### config.mk
export PLATFORM = sky130hd
export DESIGN_NAME = sram_arbiter
export DESIGN_NICKNAME = d
export VERILOG_FILES = /design/src/rtl/sram_arbiter.sv
export SDC_FILE = /design/constraint.sdc
export NUM_CORES = 1
export LEC_CHECK = 0
export ABC_AREA = 1
export CAP_MARGIN = 15
export CORE_AREA = 2 2 200 202
export CTS_CLUSTER_SIZE = 24
export DETAILED_ROUTE_END_ITERATION = 12
export DIE_AREA = 0 0 202 204
export GPL_TIMING_DRIVEN = 0
export PLACE_DENSITY_LB_ADDON = 0.15
export SYNTH_ARGS = -nofsm -noshare
export SYNTH_HDL_FRONTEND = slang
export SYNTH_SLANG_ARGS = --single-unit
### constraint.sdc
create_clock -name clk -period 5.4 [get_ports clk]
set_input_delay 1.08 -clock clk [delete_from_list [all_inputs] [get_ports clk]]
set_output_delay 1.08 -clock clk [all_outputs]
set_load 0.02 [all_outputs]
### src/rtl/sram_arbiter.sv
// sram_arbiter: two-port round-robin arbiter sharing one single-port SRAM.
// Each port has one outstanding access; a stalled response is parked in a per-port hold register.
module sram_arbiter #(
    parameter int LEN_ADDR = 32,
    parameter int LEN_DATA = 64
) (
    input  logic                  clk,
    input  logic                  rst,
    input  logic                  req0_valid,
    output logic                  req0_ready,
    input  logic [LEN_ADDR-1:0]   req0_addr,
    input  logic [LEN_DATA-1:0]   req0_wdata,
    input  logic [LEN_DATA/8-1:0] req0_wstrb,
    output logic                  resp0_valid,
    input  logic                  resp0_ready,
    output logic [LEN_DATA-1:0]   resp0_rdata,
    input  logic                  req1_valid,
    output logic                  req1_ready,
    input  logic [LEN_ADDR-1:0]   req1_addr,
    input  logic [LEN_DATA-1:0]   req1_wdata,
    input  logic [LEN_DATA/8-1:0] req1_wstrb,
    output logic                  resp1_valid,
    input  logic                  resp1_ready,
    output logic [LEN_DATA-1:0]   resp1_rdata,
    output logic [LEN_ADDR-1:0]   sram_addr,
    output logic [LEN_DATA-1:0]   sram_din,
    output logic                  sram_en,
    output logic [LEN_DATA/8-1:0] sram_we,
    input  logic [LEN_DATA-1:0]   sram_dout
);
    logic                r_inflight0, r_inflight1, r_held0, r_held1, r_last_grant;
    logic [LEN_DATA-1:0] r_hold0, r_hold1;
    logic                w_elig0, w_elig1, w_cand0, w_cand1, w_grant1, w_acc0, w_acc1;

    always_comb begin
        w_elig0     = !(r_inflight0 | r_held0) | resp0_ready;
        w_elig1     = !(r_inflight1 | r_held1) | resp1_ready;
        w_cand0     = req0_valid & w_elig0;
        w_cand1     = req1_valid & w_elig1;
        // tie or no candidate: the port not granted last gets the slot
        w_grant1    = (w_cand0 == w_cand1) ? !r_last_grant : w_cand1;
        req0_ready  = !rst & w_elig0 & !w_grant1;
        req1_ready  = !rst & w_elig1 & w_grant1;
        w_acc0      = req0_valid & req0_ready;
        w_acc1      = req1_valid & req1_ready;
        sram_en     = w_acc0 | w_acc1;
        sram_addr   = w_acc1 ? req1_addr : req0_addr;
        sram_din    = w_acc1 ? req1_wdata : req0_wdata;
        sram_we     = w_acc1 ? req1_wstrb : w_acc0 ? req0_wstrb : '0;
        resp0_valid = !rst & (r_inflight0 | r_held0);
        resp1_valid = !rst & (r_inflight1 | r_held1);
        resp0_rdata = r_inflight0 ? sram_dout : r_hold0;
        resp1_rdata = r_inflight1 ? sram_dout : r_hold1;
    end

    always_ff @(posedge clk) begin
        if (rst) begin
            r_inflight0  <= 1'b0;
            r_inflight1  <= 1'b0;
            r_held0      <= 1'b0;
            r_held1      <= 1'b0;
            r_last_grant <= 1'b1;
        end else begin
            r_inflight0 <= w_acc0;
            r_inflight1 <= w_acc1;
            r_held0     <= (r_inflight0 | r_held0) & !resp0_ready;
            r_held1     <= (r_inflight1 | r_held1) & !resp1_ready;
            if (sram_en) r_last_grant <= w_acc1;
        end
    end

    // sram_dout lasts one cycle only, so an unconsumed response is captured here
    always_ff @(posedge clk) begin
        if (r_inflight0 & !resp0_ready) r_hold0 <= sram_dout;
        if (r_inflight1 & !resp1_ready) r_hold1 <= sram_dout;
    end
endmodule

* Yosys cells after proc, flatten, opt, wreduce, memory -nomap -nowiden
Index checks and enable logic that the tools add are counted.
Widths: inputs -> output; s select.
** Operators by class
- Equal/unequal tests :: 1
- Mux-type cells :: 7
- Bitwise logic cells :: 19
- Reduce and logical (&&, ||, !) cells :: 7
** Operator list (number)
- $mux 64 :: 3
- $mux 32 :: 1
- $mux 8 :: 2
- $and 1x1->1 :: 14
- $logic_not 1->1 :: 7
- $or 1x1->1 :: 5
- $eq 1x1->1 :: 1
- $mux 1 :: 1
** Word-level totals
- Register bits :: 133
- Bits of input ports :: 278

* Longest topological paths before layout
- Word-level depth :: 11
- Gate-level depth with buffers :: 10
- Gate-level depth less buffers :: 8

* Least setup slack after synthesis
OpenSTA, ideal clock, no wires.
- Path kind :: input to register
- Start :: input port resp0_ready
- End :: register r_hold0[0], enable pin
- Library setup time :: 487 ps
- Arrival time :: 3749 ps
- Path slack :: 1164 ps
- Stages :: 1
- Cells stage by stage :: nor2_1
** Between the ends
- Longest elaborated chain between the ends :: 2
** RTL lines
- start, declared :: line 15 : input logic resp0_ready,
- $logic_not 1->1 :: line 74 : if (r_inflight0 & !resp0_ready) r_hold0 <= sram_dout;
- $and 1x1->1 :: line 74
- end signal, assigned :: line 74
- end, declared :: line 32 : logic [LEN_DATA-1:0] r_hold0, r_hold1;
No other way between the ends.
A chain may end at the register's enable or synchronous reset.

* Worst setup path in the final report
- Start :: input port rst
- End :: output port sram_din[55]
** Between the ends
- Longest elaborated chain between the ends :: 5
** RTL lines
- start, declared :: line 8 : input logic rst,
- $logic_not 1->1 :: line 43 : req1_ready = !rst & w_elig1 & w_grant1;
- $and 1x1->1 (2 in a row) :: line 43
- $and 1x1->1 :: line 45 : w_acc1 = req1_valid & req1_ready;
- $mux 64 :: line 48 : sram_din = w_acc1 ? req1_wdata : req0_wdata;
- end, declared :: line 26 : output logic [LEN_DATA-1:0] sram_din,
No other way between the ends.

==> results.json <==
{
  "critPathSlowestCell": "clkdlybuf4s50_1",
  "layout_commonest_cell": "nand2_1",
  "slew_headroom_pct": 40.1,
  "grt_max_degree": 29,
  "hold_viol": 0,
  "worst_setup_path_start_kind": "primary input",
  "path_clk_slew_ps": 60,
  "p_per_area_mw_per_mm2": 240,
  "nets": 1746,
  "postSynthAreaPerCell_um2": 7.81,
  "power_frac_comb_pct": 31.8,
  "layout.cells.non_filler": 2005,
  "critPathMaxFanout": 10,
  "critical_path_class": "primary input to primary output",
  "fp.coreArea_mm2": 0.0392,
  "vdd_ir_drop_max_v": 0.000203,
  "p_sw_share_pct": 30.6,
  "grt_pass1_vias": 8235,
  "synth.area.top_cells": "edfxtp_1 53%, nand2_1 31%, nand4_1 8.4%",
  "rsz0062_at_grt": "no",
  "path_buf_inv": 5,
  "regArea_mm2": 0.00394,
  "yosysWarnings": 0,
  "n_antenna_cell": 0,
  "wirelength_um": 39700,
  "ctsHtreeMaxLevel": 4,
  "p_leak_nw": 5.72,
  "place_area_mm2": 0.0132,
  "gr-usage-all-layers_pct": 18.5,
  "n_fill_cell": 4071,
  "io_buffers": 514,
  "gr-total-overflow": 0,
  "syn-num-nets": 1209,
  "yosysTopAreaCell": "edfxtp_1",
  "setup_viol": 0,
  "period_share_pct": 89.4,
  "place_congestion": 0.912,
  "fmax_mhz": 207,
  "drive_above_1_share_pct": 4.26,
  "viasPerCell": 4.17,
  "max_stage_delay_ps": 620,
  "netlist_instances": 931,
  "dp_hpwl_um": 32700,
  "status": "completed",
  "cts_resized": 0,
  "drc": 0,
  "ctsHoldBuffers": 0,
  "yosysUniqueCellTypes": 20,
  "final_cell_mix": "592 x nand2_1, 514 x clkdlybuf4s50_1, 128 x edfxtp_1, 98 x nand4_1, 38 x clkbuf_1",
  "antenna_found_initial": 4,
  "cp-end-kind": "primary output",
  "min_path_type": "register to register",
  "power_switching_mw": 1.01,
  "clockBufferDepth": 2,
  "synth_area_mm2": 0.00727,
  "seqPwrFrac_pct": 35.6,
  "fin_area_mm2": 0.0137,
  "crit_chain": "clkdlybuf4s50_1 -> inv_1 -> clkbuf_1 -> clkbuf_1 -> nand4_1 -> nand2_1 -> clkdlybuf4s50_1",
  "insertion_delay_ps": 420,
  "cts_sinks": 133,
  "worstPathArrival_ps": 3750,
  "die_y_um": 204,
  "cts_root_buf": "clkbuf_16",
  "synth-seq-area-share_pct": 54.2,
  "initialDrtViolationCount": 433,
  "cts_tree": "yes",
  "die_area_mm2": 0.0412,
  "num_rows": 73,
  "post-place-cells": 1974,
  "dr.pass1.iters": 5,
  "worst_pin_slew_ps": 896,
  "final_max_slew_viol_count": 0,
  "antenna_left": 0,
  "grt_pass1_wl_um": 55600,
  "cp_top_family": "buffers and inverters",
  "cts_buffers": 17,
  "pin_count": 515,
  "ys_seq_elements": 133,
  "fp.dieW_um": 202,
  "via_count": 8365,
  "crit_required_ps": 4320,
  "syn_to_final_growth_pct": 88.6,
  "multi_input_area_mm2": 0.00297,
  "maxCapViolations": 0,
  "p_int_mw": 2.28,
  "start_util_pct": 18.6,
  "netlist.area_leader.share_pct": 52.9,
  "pwr-share-clk_pct": 32.6,
  "cts_setup_buffers": 0,
  "post_drt_wl_per_cell_um": 19.8,
  "clock_skew_ps": 9.00,
  "min_period_ps": 4830
}
[per-layer routing]
| metal | vias up | track usage (%) | part of all wire, % |
|---|---|---|---|
| li1 | 4154 | - | - |
| met1 | 3804 | 21.7 | 40 |
| met2 | 361 | 32.3 | 50 |
| met3 | 40 | 5.50 | 7.5 |
| met4 | 6 | 6.04 | 2.5 |
| met5 | - | 0 | 0.10 |
[area by class of cell]
cell class / instances / share of cell area [%]
buffer: 70 / 2.28
clock buffer: 19 / 3.16
timing repair buffer: 518 / 38.1
clock inverter: 12 / 0.784
multi-input combinational: 713 / 21.7
inverter: 15 / 0.410
sequential: 133 / 28.8
tap: 525 / 4.79
[cell families (layout without fill, tap and decap cells)]
group / count (synthesis) / in the layout / synth area share [%]
AO/OA/AOI/OAI: 10 / 10 / 0.929
flip-flops: 133 / 133 / 54.2
AND/OR/NAND/NOR: 703 / 703 / 39.8
buffers and inverters: 85 / 634 / 5.08
[stage by stage]
stage	total power, mW	setup TNS [ps]	worst slack (ps)	hold slack, ps	utilization [%]
after floorplan	1.61	0	1160	451	-
after global placement	2.25	-186300	-1490	480	33.4
after detailed placement	2.25	0	442	476	33.6
after CTS	3.34	0	440	490	35.0
after global routing	3.44	0	336	504	35.0
final	3.29	0	573	485	35.0
[synthesized netlist by cell type]
library cell	instances
and3_1	1
buf_1	9
buf_2	19
buf_4	5
buf_6	1
clkbuf_1	36
clkinv_1	1
dfxtp_1	5
edfxtp_1	128
inv_1	13
inv_2	1
nand2_1	592
nand2_2	1
nand3_1	2
nand4_1	98
nor2_1	9
o211ai_2	1
o21ai_0	7
o21ai_2	1
o21bai_2	1
[sequential cells by signal, indices dropped and copies added, names as in the netlist]
| signal | cells |
|---|---|
| r_held1 | 1 |
| r_inflight1 | 1 |
| r_hold0 | 64 |
| r_last_grant | 1 |
| r_inflight0 | 1 |
| r_held0 | 1 |
| r_hold1 | 64 |
[path summary, 6_finish.rpt]
check | start | endpoint | slack, ps | depth (start not counted)
setup / recovery | rst | sram_din[55] | 570 | 7
hold / removal | r_last_grant | r_last_grant | 490 | 2
setup reg to reg | r_inflight1 | r_hold1[15] | 3050 | 5
hold reg to reg | r_last_grant | r_last_grant | 490 | 2
[power by group through the flow]
| stage | logic (mW) | clock network [mW] | registers, mW |
|---|---|---|---|
| after floorplan | 0.413 | 0 | 1.20 |
| after global placement | 1.05 | 0 | 1.20 |
| after detailed placement | 1.06 | 0 | 1.19 |
| after CTS | 1.06 | 1.11 | 1.17 |
| after global routing | 1.12 | 1.15 | 1.17 |
| final | 1.05 | 1.07 | 1.17 |
[worst reg2reg max path: stages, from the launching register on]
cell	delay, ps
dfxtp_1	400
inv_1	80
clkbuf_1	310
nor2_4	790
buf_12	270
buf_16	190
(Power assumes the default switching activity.)
==> edit 1 (same settings) <==
Make the reset (`rst`) asynchronous in one clocked block.
--- a/src/rtl/sram_arbiter.sv
+++ b/src/rtl/sram_arbiter.sv
@@ -53,7 +53,7 @@
         resp1_rdata = r_inflight1 ? sram_dout : r_hold1;
     end
 
-    always_ff @(posedge clk) begin
+    always_ff @(posedge clk or posedge rst) begin
         if (rst) begin
             r_inflight0  <= 1'b0;
             r_inflight1  <= 1'b0;
Behaviour: differs if rst is asserted again (counterexample within 4 cycles, from zero or initial values and one cycle with rst high); with rst held inactive, the same outputs for 4 cycles.
==> edit 1 against the original RTL <==
  * Routed wire length up 3.0%
  * Sequential cell count unchanged
  * Worst setup slack got worse by 170 ps
  * Design area increased by 0.89%
  * Synthesized cell count up 0.11%
  * Critical path depth is 3 higher
  * Power is 20% higher
  * Area after synthesis up 0.17%
  * Critical path type unchanged
==> edit 1: results (changes against the original RTL) <==
* Status: finished, final reports clean
* Max transition margin: 49.0% (+8.9 points)
* Cell variety after synth: 21 (+5.0%)
* P_int: 0.00266 W (+17%)
* GP Congestion: 0.923 (+1.1%)
* Detailed route wirelength on metal3: 3560 µm (+19%)
- Asr flop ratio synth: 3.76% (+3.8 points)
- The most critical setup path has its endpoint at sram_din[50].
- Setup slack of the worst register-to-register path: 3280 ps (+230 ps)
* Total cell area at the placement stage: 13,200 µm² (about the same)
- The power consumed by the clock network came to 0.00132 W (+23%).
- The net switching power was 0.00128 W (+27%).
* Post-placement worst setup slack: 471 ps (+29.9 ps)
* Iteration count of the initial detailed-routing pass: 4 (-1)
* Met2 layer usage reported by global route: 35.2% (+2.9 points)
* Synth cell count leaders: nand2_1, edfxtp_1, nand4_1
* Met3 routing resource usage after global routing: 7.57% (+2.1 points)
- The worst IR drop on VDD was 0.000207 V (+2.4%).
- DP Wirelength: 33,600 µm (+2.6%)
- Leakage: 5.78 nW (+1.0%)
* Vias per cell: 4.20 (+0.68%)
- Mean cell area of the mapped netlist: 7.82 µm² (about the same)
* Tot GR Track Use: 19.1% (+0.63 points)
* First-pass GRT wire length: 57,400 µm (+3.2%)
- The data arrival time of the critical path was 3920 ps (+170 ps).
- Worst hold slack after final layout: 505 ps (+20.1 ps)
* Sequential-to-total area share from yosys stat: 54.5% (+0.27 points)
- The share of post-route cells with drive strength above 1 came to 3.71% (-0.54 points).
* Number of DRC markers after the initial detailed-route iteration: 385 (-11%)
- Via Count: 8,443 (+0.93%)
- The share of the cycle needed by the critical path after routing came to 92.6% (+3.2 points).
- Count of buffers from port buffering: 513 (-0.19%)
- Detailed route wirelength on metal2: 21,000 µm (+6.0%)
[edit 1: cell count changes after synthesis, sizes merged, moves of 2 or more]
cell | before | now
nand4 | 98 | 105
nand2 | 593 | 599
o21ai | 8 | 2
dfxtp | 5 | 0
inv | 14 | 9
clkbuf | 36 | 40
dfrtp | 0 | 4
buf | 34 | 32
nor2 | 9 | 7
[edit 1: how the worst min path moves through the flow]
stage | from | endpoint | cells after the start
global route | r_last_grant$_DFFE_PP1P_ | r_last_grant$_DFFE_PP1P_ | 2
detailed placement | r_last_grant$_DFFE_PP1P_ | r_last_grant$_DFFE_PP1P_ | 2
CTS | r_last_grant$_DFFE_PP1P_ | r_last_grant$_DFFE_PP1P_ | 2
global placement | r_last_grant$_DFFE_PP1P_ | r_last_grant$_DFFE_PP1P_ | 2
finish | r_last_grant$_DFFE_PP1P_ | r_last_grant$_DFFE_PP1P_ | 2
floorplan | r_last_grant$_DFFE_PP1P_ | r_last_grant$_DFFE_PP1P_ | 2
[edit 1: worst max-delay path: stages]
cell,delay (ps)
clkdlybuf4s50_1,550
o21bai_1,190
nand2_1,80
nand2_1,80
nand2_2,150
nand3_2,250
clkbuf_1,520
nand2_1,270
nand2_1,110
clkdlybuf4s50_1,610
[edit 1: cells by family (layout without fill, tap and decap cells)]
logic type	count (synthesis)	count (layout)	synth area share [%]
buffers and inverters	82	631	4.55
AO/OA/AOI/OAI	3	3	0.292
flip-flops	133	133	54.5
other	0	4	0
AND/OR/NAND/NOR	714	714	40.7
[edit 1: cell type report]
cell class	instances	area, µm²
fillers	4112	25300
repair buffers	517	5220
flip-flops and latches	133	3970
multi-input cells	717	3000
well taps	525	657
clock buffers	18	429
plain buffers	72	294
clock inverters	14	229
inverters	10	37.5
diodes	4	10.0
==> edit 2 (same settings) <==
Without the edit above. Change the parameter `LEN_DATA` from 64 to 128.
--- a/src/rtl/sram_arbiter.sv
+++ b/src/rtl/sram_arbiter.sv
@@ -2,7 +2,7 @@
 // Each port has one outstanding access; a stalled response is parked in a per-port hold register.
 module sram_arbiter #(
     parameter int LEN_ADDR = 32,
-    parameter int LEN_DATA = 64
+    parameter int LEN_DATA = 128
 ) (
     input  logic                  clk,
     input  logic                  rst,
Interface: changed (9 resized); port bits go from 515 to 923. The function was not compared with the original's and may differ.
==> edit 2 against the original RTL <==
  * The run now fails in 3_2_place_iop
  * Synthesized cell count rose by 81%
  * Area after synthesis is 83% higher
==> edit 2: results (changes against the original RTL) <==
- Asr flop ratio synth: 0% (unchanged)
- Status: did not finish
- Prevailing post-synth register cell: edfxtp_1
- The combined area of all synthesized cells is 13,300 µm² (+83%).
- Mean cell area of the mapped netlist: 7.88 µm² (+0.83%)
- The number of enable-type register cells in the synthesized netlist was 256 (+100%).
* Top cells by area, synth: edfxtp_1, nand2_1, clkbuf_1
* First Err: [ERROR PPL-0024] Number of IO pins (923) exceeds maximum number of available positions (728). Increase the die perimeter from 812.00um to 1255.28um.
- Net Count, Synth: 2,175 (+80%)
- The flip-flop and latch count after synthesis is 261 (+96%).
* Cell variety after synth: 18 (-10%)
* Sequential-to-total area share from yosys stat: 58.5% (+4.3 points)
- The count of warnings emitted by yosys came to 0 (unchanged).
* Synth cell count leaders: nand2_1, edfxtp_1, clkbuf_1
* Stopped at: 3_2_place_iop
-- edit 2: changes by cell type after synthesis, sizes merged, moves of 3 or more --
cell / unedited run / this run
o21ai: 8 / 1
clkbuf: 36 / 63
edfxtp: 128 / 256
nand4: 98 / 17
nor2: 9 / 12
inv: 14 / 7
nand2: 593 / 1288
-- edit 2: cells by family after synthesis --
logic type	after synthesis	share of synthesized area (%)
and+or+nand+nor	1319	37.6
DFF	261	58.5
buffers and inverters	105	3.65
AOI/OAI and AO/OA	4	0.226
